### config.mk
export PLATFORM = sky130hd
export DESIGN_NAME = instr_fetch_ctrl
export DESIGN_NICKNAME = d
export VERILOG_FILES = /design/src/rtl/fetch_pkg.sv /design/src/rtl/fetch_fifo.sv /design/src/rtl/instr_fetch_ctrl.sv
export SDC_FILE = /design/constraint.sdc
export NUM_CORES = 1
export LEC_CHECK = 0
export BUFFER_PORTS_ARGS = -buffer_cell sky130_fd_sc_hd__buf_4
export CORE_MARGIN = 5
export CORE_UTILIZATION = 54
export CTS_CLUSTER_SIZE = 24
export DETAILED_ROUTE_END_ITERATION = 10
export PLACE_DENSITY = 0.8
export SLEW_MARGIN = 10
export SYNTH_ARGS = -nofsm -noshare
export SYNTH_HDL_FRONTEND = slang
export SYNTH_HIERARCHICAL = 1
export SYNTH_SLANG_ARGS = --single-unit
### constraint.sdc
create_clock -name clk -period 5 [get_ports clk]
set_clock_uncertainty 0.15 [all_clocks]
set_input_delay 0.25 -clock clk [delete_from_list [all_inputs] [get_ports clk]]
set_output_delay 0.25 -clock clk [all_outputs]
set_load 0.01 [all_outputs]
### src/rtl/fetch_pkg.sv
// Shared types and constants for the instruction fetch sequencer.
// A fetch entry pairs an instruction word with the byte address it came from.
package fetch_pkg;

    localparam int WORD_SIZE   = 32;
    localparam int INSTR_BYTES = 4;

    typedef enum logic [1:0] {
        IDLE  = 2'd0,
        RUN   = 2'd1,
        HALT  = 2'd2,
        FAULT = 2'd3
    } fetch_state_t;

    typedef struct packed {
        logic [WORD_SIZE-1:0] pc;
        logic [WORD_SIZE-1:0] instr;
    } fetch_entry_t;

    function automatic logic is_word_aligned(input logic [WORD_SIZE-1:0] addr);
        return (addr[1:0] == 2'b00);
    endfunction

endpackage

### src/rtl/fetch_fifo.sv
// Small fetch buffer: registered storage, simultaneous push/pop, synchronous flush.
// dout always shows the head slot; the caller qualifies it with count != 0.
module fetch_fifo
    import fetch_pkg::*;
#(
    parameter int DEPTH = 2
) (
    input  logic                     clk,
    input  logic                     rst,
    input  logic                     flush,
    input  logic                     push,
    input  fetch_entry_t             din,
    input  logic                     pop,
    output fetch_entry_t             dout,
    output logic [$clog2(DEPTH):0]   count
);

    localparam int PTR_W = $clog2(DEPTH);
    localparam int CNT_W = PTR_W + 1;
    localparam logic [CNT_W-1:0] FULL = CNT_W'(DEPTH);

    fetch_entry_t     r_mem [DEPTH];
    logic [PTR_W-1:0] r_rd_ptr;
    logic [PTR_W-1:0] r_wr_ptr;
    logic [CNT_W-1:0] r_count;

    logic w_do_pop;
    logic w_do_push;

    assign w_do_pop  = pop && (r_count != '0);
    assign w_do_push = push && ((r_count < FULL) || w_do_pop);

    always_ff @(posedge clk) begin
        if (rst || flush) begin
            r_rd_ptr <= '0;
            r_wr_ptr <= '0;
            r_count  <= '0;
        end else begin
            if (w_do_push) r_wr_ptr <= r_wr_ptr + 1'b1;
            if (w_do_pop)  r_rd_ptr <= r_rd_ptr + 1'b1;
            if (w_do_push && !w_do_pop)      r_count <= r_count + 1'b1;
            else if (w_do_pop && !w_do_push) r_count <= r_count - 1'b1;
        end
    end

    // Storage is cleared on reset so the head reads as zero out of reset.
    always_ff @(posedge clk) begin
        if (rst) begin
            for (int i = 0; i < DEPTH; i++) r_mem[i] <= '0;
        end else if (w_do_push && !flush) begin
            r_mem[r_wr_ptr] <= din;
        end
    end

    assign dout  = r_mem[r_rd_ptr];
    assign count = r_count;

endmodule

### src/rtl/instr_fetch_ctrl.sv
// Fetch sequencer: owns the PC, reads the combinational instruction memory,
// buffers {pc, instr} pairs and hands them to decode over valid/ready.
module instr_fetch_ctrl
    import fetch_pkg::*;
#(
    parameter logic [31:0] RESET_PC   = 32'h0000_0000,
    parameter int          MEM_BYTES  = 1024,
    parameter int          FIFO_DEPTH = 2
) (
    input  logic        clk,
    input  logic        rst,
    input  logic        start,
    output logic [31:0] imem_addr,
    input  logic [31:0] imem_instr,
    input  logic        redirect_valid,
    input  logic [31:0] redirect_pc,
    output logic        out_valid,
    input  logic        out_ready,
    output logic [31:0] out_instr,
    output logic [31:0] out_pc,
    output logic        busy,
    output logic        halted,
    output logic        fault,
    output logic [31:0] fetch_count
);

    localparam int CNT_W = $clog2(FIFO_DEPTH) + 1;
    localparam logic [CNT_W-1:0]     FULL    = CNT_W'(FIFO_DEPTH);
    localparam logic [WORD_SIZE-1:0] LAST_PC = WORD_SIZE'(MEM_BYTES - INSTR_BYTES);

    fetch_state_t         r_state;
    fetch_state_t         w_next_state;
    logic [WORD_SIZE-1:0] r_pc;
    logic                 r_halted;
    logic                 r_fault;
    logic [31:0]          r_fetch_count;

    logic [CNT_W-1:0]     w_count;
    fetch_entry_t         w_head;
    fetch_entry_t         w_entry;
    logic                 w_pop;
    logic                 w_redirect;
    logic                 w_misaligned;
    logic                 w_in_bounds;
    logic                 w_push;

    assign w_pop        = out_valid && out_ready;
    assign w_redirect   = redirect_valid && ((r_state == RUN) || (r_state == HALT));
    assign w_misaligned = !is_word_aligned(redirect_pc);
    assign w_in_bounds  = (r_pc <= LAST_PC);
    // A redirect cancels this cycle's fetch; the bounds check also catches PC wrap.
    assign w_push       = (r_state == RUN) && !w_redirect && w_in_bounds &&
                          ((w_count < FULL) || w_pop);
    assign w_entry      = '{pc: r_pc, instr: imem_instr};

    fetch_fifo #(
        .DEPTH (FIFO_DEPTH)
    ) u_fifo (
        .clk   (clk),
        .rst   (rst),
        .flush (w_redirect),
        .push  (w_push),
        .din   (w_entry),
        .pop   (w_pop && !w_redirect),
        .dout  (w_head),
        .count (w_count)
    );

    always_ff @(posedge clk) begin
        if (rst) r_state <= IDLE;
        else     r_state <= w_next_state;
    end

    always_comb begin
        w_next_state = r_state;
        unique case (r_state)
            IDLE: begin
                if (start) w_next_state = RUN;
            end
            RUN: begin
                if (w_redirect)        w_next_state = w_misaligned ? FAULT : RUN;
                else if (!w_in_bounds) w_next_state = HALT;
            end
            HALT: begin
                if (w_redirect) w_next_state = w_misaligned ? FAULT : RUN;
            end
            FAULT: w_next_state = FAULT;
            default: w_next_state = IDLE;
        endcase
    end

    always_comb begin
        busy = (r_state == RUN);
    end

    always_ff @(posedge clk) begin
        if (rst) begin
            r_pc          <= RESET_PC;
            r_halted      <= 1'b0;
            r_fault       <= 1'b0;
            r_fetch_count <= '0;
        end else begin
            if ((r_state == IDLE) && start) r_pc <= RESET_PC;
            else if (w_redirect)            r_pc <= redirect_pc;
            else if (w_push)                r_pc <= r_pc + WORD_SIZE'(INSTR_BYTES);

            if (w_push) r_fetch_count <= r_fetch_count + 32'd1;

            if (w_redirect && w_misaligned) r_fault <= 1'b1;

            if (w_redirect && !w_misaligned)                     r_halted <= 1'b0;
            else if ((r_state == RUN) && !w_redirect && !w_in_bounds) r_halted <= 1'b1;
        end
    end

    assign imem_addr   = r_pc;
    assign out_valid   = (w_count != '0);
    assign out_pc      = w_head.pc;
    assign out_instr   = w_head.instr;
    assign halted      = r_halted;
    assign fault       = r_fault;
    assign fetch_count = r_fetch_count;

endmodule

==> impl_metrics.py <==
metrics = {
    "global_route": {
        "grt_pass1_wl_mm": 34.9,
        "grt_pass1_vias": 6640,
        "grt_max_degree": 65,
        "grt_usage_pct": 22.2,
        "antenna_found_initial": 1,
        "grt.overflow.total": 0,
    },
    "yosys": {
        "syn-num-nets": 834,
        "ys_ff_latch": 201,
        "mappedNetlistArea_sq_um": 9000,
        "synth_edf_count": 128,
        "syn-instance-count": 757,
        "synth.distinct_cells": 45,
        "avgSynthCellArea_sq_um": 11.9,
        "seq_area_frac_synth_pct": 58.9,
        "synthFlopType": "edfxtp_1",
        "yosysWarnings": 6,
        "synthArstFlopShare_pct": 0,
    },
    "place": {
        "io_buffers": 200,
        "placed_cells": 1138,
        "routabilityCongestion": 0.810,
        "detailed_place_hpwl_mm": 14.2,
    },
    "pwr": {
        "power_density_nw_per_um2": 389,
        "p_leak_nw": 4.61,
        "vdd_drop_max_mv": 0.247,
        "totalPowerFinal_w": 0.00459,
    },
    "cts": {
        "cts_htree_levels": 1,
        "ctsHoldBuffers": 63,
        "clock_latency_ns": 0.48,
        "cts_sinks": 201,
        "root_buffer": "clkbuf_16",
        "cts_tree": "yes",
        "clockBufferDepth": 3,
        "clk_pin_slew_ns": 0.06,
        "cts_setup_buffers": 0,
        "cts_made_buffers": 20,
        "cts_resized": 0,
    },
    "timing": {
        "finalSetupTns_ns": 0,
        "finalMaxSlewViolations": 0,
        "max_freq_ghz": 0.245,
        "period_share_pct": 81.7,
        "relSlewSlack_pct": 39.3,
        "post-route-min-period_ns": 4.09,
        "rsz0062_at_grt": "no",
        "setup_viol": 0,
        "worstMarginPinSlew_ns": 0.903,
        "hold_viol": 0,
    },
    "drt": {
        "wl_per_cell_um": 18.2,
        "num_vias": 6755,
        "wl_mm": 22.5,
        "drt_iter0_drc": 494,
        "detail_route.vias_per_cell": 5.46,
        "drc": 0,
        "ant_nets": 0,
        "drtPass1Iterations": 4,
    },
    "finish": {
        "fin_nets": 1080,
        "drive_above_1_share_pct": 31.6,
        "fin_cells": 1237,
        "area_delta_synth_final_pct": 30.9,
    },
    "critical_path": {
        "endpoint_kind": "flop",
        "ff2ff_setup_slack_ns": 0.91,
        "arrival_ns": 4.10,
        "critPathMaxFanout": 36,
        "crit_type": "flop to flop",
        "start_kind": "flop",
        "cp.required_ns": 5.02,
    },
    "floorplan": {
        "die-area_sq_um": 19400,
        "start_util_pct": 54.7,
        "core-area_sq_um": 16500,
        "io_pins": 201,
        "rows": 47,
        "fp.dieH_um": 139,
        "die_w_um": 139,
    },
    "job": {
        "maxCapViolations": 0,
    },
    "worst_hold_path": {
        "hold_path.class": "input port to flop",
    },
    "outcome": {
        "outcome": "finished clean",
    },
}
==> cells in the final DEF (no fill, tap or decap), types with 2 or more instances in the layout <==
cell and instances:
a211oi_1 4, a21oi_1 66, and2_1 121, and2_2 8
and3_1 3, and4_1 2, buf_4 206, clkbuf_1 5
clkbuf_16 22, clkbuf_8 2, clkinv_1 2, clkinv_2 2
dfxtp_1 72, dlygate4sd3_1 63, edfxtp_1 128, ha_1 8
inv_1 15, mux2_2 64, mux2i_1 4, nand2_1 59
nand3_1 13, nand4_1 8, nor2_1 14, nor3_1 3
nor4_1 7, nor4_4 2, nor4b_1 2, o21ai_0 28
o31ai_1 14, or2_2 5, or3_1 18, or4_1 18
xnor2_1 7, xor2_1 3
==> through the flow <==
stage               area, sq um  utilization (%)  hold WS (ns)  setup slack [ns]
finish                    11800             71.6        0.0438             0.913
global route              11800             71.6        0.0460             0.636
CTS                       11800             71.5        0.0237             0.897
detailed placement        10500             63.9         0.318             0.924
global placement          10500             63.9         0.302              1.01
floorplan                  9000                -         0.236              1.24
==> sequential cells by signal, summed over array words and instances, names as in the netlist, named ones only <==
name             flops
u_fifo/r_mem       128
halted               1
u_fifo/count         2
imem_addr           32
u_fifo/r_wr_ptr      1
fetch_count         32
r_state              2
fault                1
u_fifo/r_rd_ptr      1
==> worst max-delay path, cell delays in order (launching register included) <==
cell	delay, ns
dfxtp_1	0.34
nor4_2	0.51
o2111ai_1	0.40
nor4_1	0.73
inv_1	0.30
nor4_4	0.33
or2_2	0.67
buf_12	0.31
==> per-layer routing <==
metal / wire length, um / global-route usage, % / vias to the layer above / share of wire [%]
li1: - / - / 3212 / -
met1: 9120 / 28.4 / 3241 / 41
met2: 11100 / 37.5 / 248 / 50
met3: 1410 / 4.48 / 54 / 6.3
met4: 782 / 8.14 / 0 / 3.5
met5: 0 / 0 / - / 0
==> cells by family (layout without fill, tap and decap cells) <==
logic type | after synthesis | after routing | share of synthesized area [%]
simple gates | 289 | 289 | 18.8
flops | 201 | 201 | 58.9
compound gates | 120 | 120 | 7.52
mux | 68 | 68 | 8.45
buf+inv | 61 | 320 | 4.24
xor+xnor | 10 | 10 | 0.973
fa+ha+maj | 8 | 8 | 1.11
other cells | 0 | 1 | 0
==> power by group <==
group	total, W	internal (W)	switching, W
combinational	0.00111	0.000496	0.000610
sequential	0.00206	0.00196	0.000101
clock	0.00142	0.000831	0.000587
total	0.00459	0.00329	0.00130
==> path summary, 6_finish.rpt <==
kind / start / cells past startpoint / endpoint
max: imem_addr[25]$_SDFFE_PP0P_ / 7 / u_fifo/r_mem[1][1]$_SDFFCE_PN0P_
min: rst / 2 / fetch_count[0]$_SDFFE_PP0P_
max reg2reg: imem_addr[25]$_SDFFE_PP0P_ / 7 / u_fifo/r_mem[1][1]$_SDFFCE_PN0P_
min reg2reg: fault$_SDFFE_PP0P_ / 2 / fault$_SDFFE_PP0P_
==> cells in the mapped netlist, types with 5 or more instances <==
| cell | n | area (sq um) |
|---|---|---|
| edfxtp_1 | 128 | 3840 |
| and2_1 | 121 | 757 |
| dfxtp_1 | 73 | 1460 |
| a21oi_1 | 66 | 330 |
| mux2_2 | 64 | 721 |
| nand2_1 | 60 | 225 |
| o21ai_0 | 28 | 140 |
| clkbuf_1 | 20 | 75.1 |
| or3_1 | 18 | 113 |
| or4_1 | 18 | 135 |
| inv_1 | 15 | 56.3 |
| nor2_1 | 14 | 52.6 |
| o31ai_1 | 14 | 105 |
| nand3_1 | 13 | 65.1 |
| buf_8 | 10 | 150 |
| and2_2 | 8 | 60.1 |
| buf_2 | 8 | 40.0 |
| ha_1 | 8 | 100 |
| nand4_1 | 8 | 50.1 |
| nor4_1 | 7 | 43.8 |
| xnor2_1 | 7 | 61.3 |
| or2_2 | 5 | 31.3 |
==> final cells by class <==
type	count	area, sq um
flip-flops and latches	201	5310
repair buffers	270	2200
multi-input cells	495	3320
well taps	220	275
clock inverters	5	25.0
clock buffers	30	602
inverters	15	56.3
diodes	1	2.50
fillers	1139	4680
Power figures use the tool's default switching activity.
